`config.mk`:
```
export PLATFORM = sky130hd
export DESIGN_NAME = twos_to_signmag_serial
export DESIGN_NICKNAME = d
export VERILOG_FILES = /design/src/rtl/twos_to_signmag_serial_pkg.sv /design/src/rtl/twos_to_signmag_serial_bit_cell.sv /design/src/rtl/twos_to_signmag_serial.sv
export SDC_FILE = /design/constraint.sdc
export NUM_CORES = 1
export LEC_CHECK = 0
export BUFFER_PORTS_ARGS = -buffer_cell sky130_fd_sc_hd__buf_2
export CORE_MARGIN = 2
export CORE_UTILIZATION = 44
export DETAILED_ROUTE_END_ITERATION = 7
export HOLD_SLACK_MARGIN = 0.06
export PLACE_DENSITY = 0.81
export SYNTH_ARGS = -nofsm -noshare
export SYNTH_HDL_FRONTEND = slang
export SYNTH_SLANG_ARGS = --single-unit
```
`constraint.sdc`:
```
create_clock -name clk -period 1.2 [get_ports clk]
set_clock_uncertainty 0.05 [all_clocks]
set_input_delay 0.24 -clock clk [delete_from_list [all_inputs] [get_ports clk]]
set_output_delay 0.24 -clock clk [all_outputs]
set_load 0.005 [all_outputs]
```
`src/rtl/twos_to_signmag_serial_pkg.sv`:
```
// Shared definitions for the serial two's-complement to sign-magnitude decoder.
// Holds the default word width and the FSM state encoding used by the top level.
package twos_to_signmag_serial_pkg;

  localparam int DEFAULT_WIDTH = 4;

  localparam logic [1:0] ST_IDLE  = 2'd0;
  localparam logic [1:0] ST_SHIFT = 2'd1;
  localparam logic [1:0] ST_DONE  = 2'd2;

  typedef enum logic [1:0] {
    IDLE  = ST_IDLE,
    SHIFT = ST_SHIFT,
    DONE  = ST_DONE
  } state_t;

endpackage

```
`src/rtl/twos_to_signmag_serial_bit_cell.sv`:
```
// twos_neg_bit_cell: one step of the LSB-first negation rule.
// Positive words pass bits straight through. Negative words copy bits up to
// and including the first 1, then invert every later bit.
// Ports:
//   b             current input bit
//   sign          sign of the word being converted
//   seen_one      a 1 has already been seen in lower bits
//   res_bit       magnitude bit for this position
//   seen_one_next updated seen_one flag
module twos_neg_bit_cell (
  input  logic b,
  input  logic sign,
  input  logic seen_one,
  output logic res_bit,
  output logic seen_one_next
);

  always_comb begin
    res_bit       = (sign && seen_one) ? ~b : b;
    seen_one_next = seen_one | b;
  end

endmodule

```
`src/rtl/twos_to_signmag_serial.sv`:
```
// twos_to_signmag_serial: bit-serial two's-complement to sign-magnitude decoder.
// A word is accepted in IDLE, walked LSB-first for WIDTH cycles in SHIFT and
// presented in DONE until the consumer takes it.
// Ports:
//   clk, rst_n          clock, asynchronous active-low reset
//   in_valid/in_ready   input handshake (in_ready high only in IDLE)
//   in_data             two's-complement input word
//   out_valid/out_ready output handshake
//   out_sign            sign bit of the input word
//   out_mag             unsigned magnitude
//   out_ovf             input was the most negative value 100..0
module twos_to_signmag_serial
  import twos_to_signmag_serial_pkg::*;
#(
  parameter int WIDTH = DEFAULT_WIDTH
) (
  input  logic             clk,
  input  logic             rst_n,
  input  logic             in_valid,
  output logic             in_ready,
  input  logic [WIDTH-1:0] in_data,
  output logic             out_valid,
  input  logic             out_ready,
  output logic             out_sign,
  output logic [WIDTH-1:0] out_mag,
  output logic             out_ovf
);

  localparam int CW = (WIDTH > 2) ? $clog2(WIDTH) : 1;
  localparam logic [CW-1:0] LAST = CW'(WIDTH - 1);

  state_t state;
  state_t state_next;

  logic [WIDTH-1:0] word;
  logic [WIDTH-1:0] mag;
  logic [CW-1:0]    cnt;
  logic             sign;
  logic             seen_one;
  logic             ovf;
  logic             res_bit;
  logic             seen_one_next;

  twos_neg_bit_cell u_cell (
    .b             (word[cnt]),
    .sign          (sign),
    .seen_one      (seen_one),
    .res_bit       (res_bit),
    .seen_one_next (seen_one_next)
  );

  always_ff @(posedge clk or negedge rst_n) begin
    if (!rst_n) state <= IDLE;
    else        state <= state_next;
  end

  always_comb begin
    state_next = state;
    in_ready   = 1'b0;
    out_valid  = 1'b0;
    case (state)
      IDLE: begin
        in_ready = 1'b1;
        if (in_valid) state_next = SHIFT;
      end
      SHIFT: begin
        if (cnt == LAST) state_next = DONE;
      end
      DONE: begin
        out_valid = 1'b1;
        if (out_ready) state_next = IDLE;
      end
      default: state_next = IDLE;
    endcase
  end

  // Result bits enter from the MSB side so the first (LSB) bit processed
  // lands at bit 0 after WIDTH shifts. The overflow flag is settled on the
  // last shift so it becomes visible together with the magnitude.
  always_ff @(posedge clk or negedge rst_n) begin
    if (!rst_n) begin
      word     <= '0;
      mag      <= '0;
      cnt      <= '0;
      sign     <= 1'b0;
      seen_one <= 1'b0;
      ovf      <= 1'b0;
    end else begin
      case (state)
        IDLE: begin
          if (in_valid) begin
            word     <= in_data;
            sign     <= in_data[WIDTH-1];
            cnt      <= '0;
            seen_one <= 1'b0;
            mag      <= '0;
            ovf      <= 1'b0;
          end
        end
        SHIFT: begin
          mag      <= {res_bit, mag[WIDTH-1:1]};
          seen_one <= seen_one_next;
          cnt      <= cnt + CW'(1);
          if (cnt == LAST) ovf <= sign & (word[WIDTH-2:0] == '0);
        end
        default: ;
      endcase
    end
  end

  assign out_sign = sign;
  assign out_mag  = mag;
  assign out_ovf  = ovf;

endmodule
```
==> results.md <==
Run status:
- The flow ran to the end, but the final reports show violations.
- The final reports fail on negative setup slack.

Finish:
- The fraction of final layout cells sized beyond drive strength 1 is 54.2%.
- The multi-input combinational cells in the finished layout cover a total of 312 µm².
- The area of all sequential standard cells is 350 µm².
- The signed area change from the synthesized netlist to the final layout is 46.9%.
- The count of cells in the finished layout, fillers not included, comes to 98.
- The filler cell count in the final layout is 82.
- The layout net count is 93.
- The antenna diode instance count is 0.

Setup path:
- The delay of the slowest critical-path stage is 0.41 ns.
- The critical setup path kind is reg -> reg.
- The buffer and inverter count on the worst path is 2.
- The worst register-to-register path begins at state[1]$_DFFE_PN0P_.
- The slack of the worst reg-to-reg path is -0.20 ns.
- The signal on the critical path passes through buf_6 > nor3b_4 > buf_12 > mux2_4.
- For the worst flop-to-flop path, the logic depth is 4.
- The worst setup path is launched from a flop.
- The critical path's top delay family is flip-flops.
- The reg-to-reg critical path endpoint is out_sign$_DFFE_PN0P_.
- The endpoint required time on the critical path is 1.32 ns.
- Data on the critical path arrives at its endpoint at 1.51 ns.
- STA classifies the critical path endpoint as a flop.
- In this run the worst path has a maximum fanout of 6.
- The slowest stage of the critical path belongs to the cell sky130_fd_sc_hd__dfrtp_1.

Clocking:
- After clock tree synthesis, the clock-pin slew on the worst setup and hold paths is 0.09 ns.
- The maximum clock path buffer count is 2.
- The maximum level of the CTS H-tree is 1.
- The cell at the root of the clock tree is sky130_fd_sc_hd__clkbuf_4.
- The source-to-sink clock delay at the later pin of the worst-skew pair is 0.28 ns.
- TritonCTS created 3 clock buffers.
- The number of sinks handled by clock tree synthesis is 14.
- TritonCTS built the clock tree.

Timing:
- Headroom to the max-slew limit came out at 78.6%.
- The tightest hold path in the finished design has a slack of 0.138 ns.
- The post-route worst setup slack is -0.196 ns.
- Based on the critical path, the design can be clocked at up to 0.716 GHz.
- The count of final hold-check violations is 0.
- The worst path in the final design needs a cycle of 1.40 ns, including I/O delays and setup.
- The total negative setup slack is -1.53 ns.
- The number of setup violations in the final report is 10.
- After layout, the worst path uses 116% of the clock period.
- The number of pins exceeding their max-slew limit in the final report is 0.
- For the pin with the worst max-slew slack, the measured transition is 0.317 ns.
- Setup repair after global routing could not meet its margin everywhere.

GRT:
- The maximum number of pins on one net before global-route repair is 15.
- Global routing consumed, on the met1 layer, 22.0% of the routing resources.
- Global routing used 3.45% of the available met3 tracks.
- The aggregate global routing overflow is 0.
- The routing usage on met2 is 29.5%.
- Global routing consumed, over all layers together, 18.5% of the routing resources.
- The global-route wire length before repair is 2.41 mm.
- After global routing, the most crowded layer is met2.
- The initial antenna violation count is 0.
- The via count of the first global-routing pass is 552.

Place:
- Routability-driven placement finished with a final weighted congestion of 0.782.
- Including well taps, the total number of placed cells is 90.
- OpenSTA, run right after detailed placement, puts the worst setup slack at -0.108 ns.
- The count of buffers inserted at the top-level ports is 15.
- The estimated wirelength of the detail-placed design is 985 µm.

Logic synthesis:
- The flip-flop and latch count after synthesis is 14.
- The share of synthesized registers carrying an async set or reset is 100%.
- Counting distinct cell types in the post-synthesis netlist gives 21.
- The net count after synthesis is 60.
- Of the post-synthesis cell area, the dominant cell type holds 53.6%.
- Counting flops with a built-in enable in the synthesized netlist gives 0.
- The dominant cell type by area after synthesis is sky130_fd_sc_hd__dfrtp_1.
- The most common cell in the synthesized netlist is sky130_fd_sc_hd__dfrtp_1.
- Sequential elements use 53.6% of the synthesized area.
- The synthesized area per cell is 12.8 µm².
- In the post-synthesis netlist, the biggest area contributors are sky130_fd_sc_hd__dfrtp_1 54%, sky130_fd_sc_hd__mux2_4 9.2%, sky130_fd_sc_hd__a22o_1 5.4%, sky130_fd_sc_hd__mux4_2 3.4%, sky130_fd_sc_hd__nand2_1 3.4%.
- By count the netlist is led by 14 x sky130_fd_sc_hd__dfrtp_1, 6 x sky130_fd_sc_hd__nand2_1, 4 x sky130_fd_sc_hd__a22o_1, 4 x sky130_fd_sc_hd__mux2_4.
- The cell area after synthesis is 653 µm².
- For this run, the number of Yosys warnings is 0.
- For this run, the leading register cell type out of synthesis is sky130_fd_sc_hd__dfrtp_1.
- Synthesis produced a netlist whose cell count is 51.

Pwr:
- The analysis attributes to cell leakage a power of 0.483 nW.
- The final total power is 2.76 mW.
- Dividing total power by cell area gives a power density of 2880 mW/mm².
- Across the VDD grid, the largest voltage drop is 1.49 mV.

Routing:
- After detailed routing, the number of vias per cell comes to 5.53.
- The detail route stage leaves a number of antenna-violating nets equal to 0.
- The post-detailed-route wirelength per cell is 16.4 µm.
- The final route contains 542 vias.
- The first TritonRoute pass finished after 4 iterations.
- The detailed-route wire length is 1.61 mm.
- In this run, the number of DRC markers left after iteration 0 of detailed routing was 7.
- The DRC violation count after routing is 0.

Floorplanning:
- Measured along the y axis, the die boundary spans 42.5 µm.
- The site row count is 13.
- In this run the standard cell core region covers 0.00135 mm².
- The die outline width is 42.5 µm.
- Pin placement for this block handled 16 I/O pins.
- The floorplan die area is 0.00181 mm².
- Once the floorplan was initialized, standard cells occupied 48.4% of the core.

Run:
- Across the run, the number of max-cap violations was 0.

Min path:
- The number of stages on the worst hold path is 2.
- The worst hold-check path type is in -> reg.
- In this run the most critical hold path is launched from in_data[1].
- The endpoint of the worst hold path is word[1]$_DFFE_PN0P_.
==> registers in the layout, indices dropped and copies added (netlist names) <==
name and flops:
cnt 2, out_mag 4, out_ovf 1, out_sign 1
seen_one 1, state 2, word 3
==> cells in the final DEF, fill, tap and decap left out, drive strengths merged, types with 2 or more instances in the layout <==
cell type   n
nand2       6
inv         3
clkbuf      4
nor2        2
nor2b       2
mux2        4
a22o        4
o21ai       3
buf        29
dfrtp      14
==> routing by layer <==
metal / wire [µm] / share of wire (%)
met2: 799 / 50
met5: 0 / 0
met4: 70 / 4.3
met1: 685 / 42
met3: 57 / 3.5
==> where the power goes <==
group,total [mW],leakage (nW),internal (mW),switching (mW)
clock,0.342,0.0210,0.185,0.157
combinational,1.56,0.290,0.921,0.643
sequential,0.857,0.171,0.698,0.158
==> area by class of cell <==
class,count,share of cell area (%)
Clock buffer,4,3.78
Sequential cell,14,36.5
Timing Repair Buffer,30,24.1
Multi-Input combinational cell,32,32.5
Inverter,3,1.17
Tap cell,15,1.96
==> how the worst max path moves through the flow <==
stage,from,end,cells after the start
5_1_grt,state[1]$_DFFE_PN0P_,out_sign$_DFFE_PN0P_,4
4_1_cts,state[0]$_DFFE_PN0P_,out_sign$_DFFE_PN0P_,4
3_3_place_gp,cnt[1]$_DFFE_PN0P_,out_mag[3]$_DFFE_PN0P_,3
2_1_floorplan,state[0]$_DFFE_PN0P_,out_sign$_DFFE_PN0P_,3
3_5_place_dp,cnt[1]$_DFFE_PN0P_,out_mag[3]$_DFFE_PN0P_,3
6_report,state[1]$_DFFE_PN0P_,out_sign$_DFFE_PN0P_,4
==> stage by stage <==
step / area, µm² / util (%)
2_1_floorplan: 653 / -
3_3_place_gp: 826 / 61.2
3_5_place_dp: 826 / 61.2
4_1_cts: 927 / 68.7
5_1_grt: 960 / 71.1
6_report: 960 / 71.1
==> cells by family after synthesis <==
| group | after synthesis | share of synthesized area [%] |
|---|---|---|
| compound gates | 11 | 13.0 |
| xor+xnor | 1 | 1.34 |
| fa+ha+maj | 1 | 1.92 |
| buf+inv | 5 | 4.21 |
| flops | 14 | 53.6 |
| mux | 6 | 14.2 |
| simple gates | 13 | 11.7 |
==> repair_timing <==
action                     in CTS  in global routing
setup endpoints to repair      13                 16
hold buffers                    1                  0
hold endpoints to repair       14                  0
buffers inserted                3                  0
gates resized for setup         8                  9
cloned                          0                  0
pin swaps                       1                  3
Power figures use the tool's default switching activity.
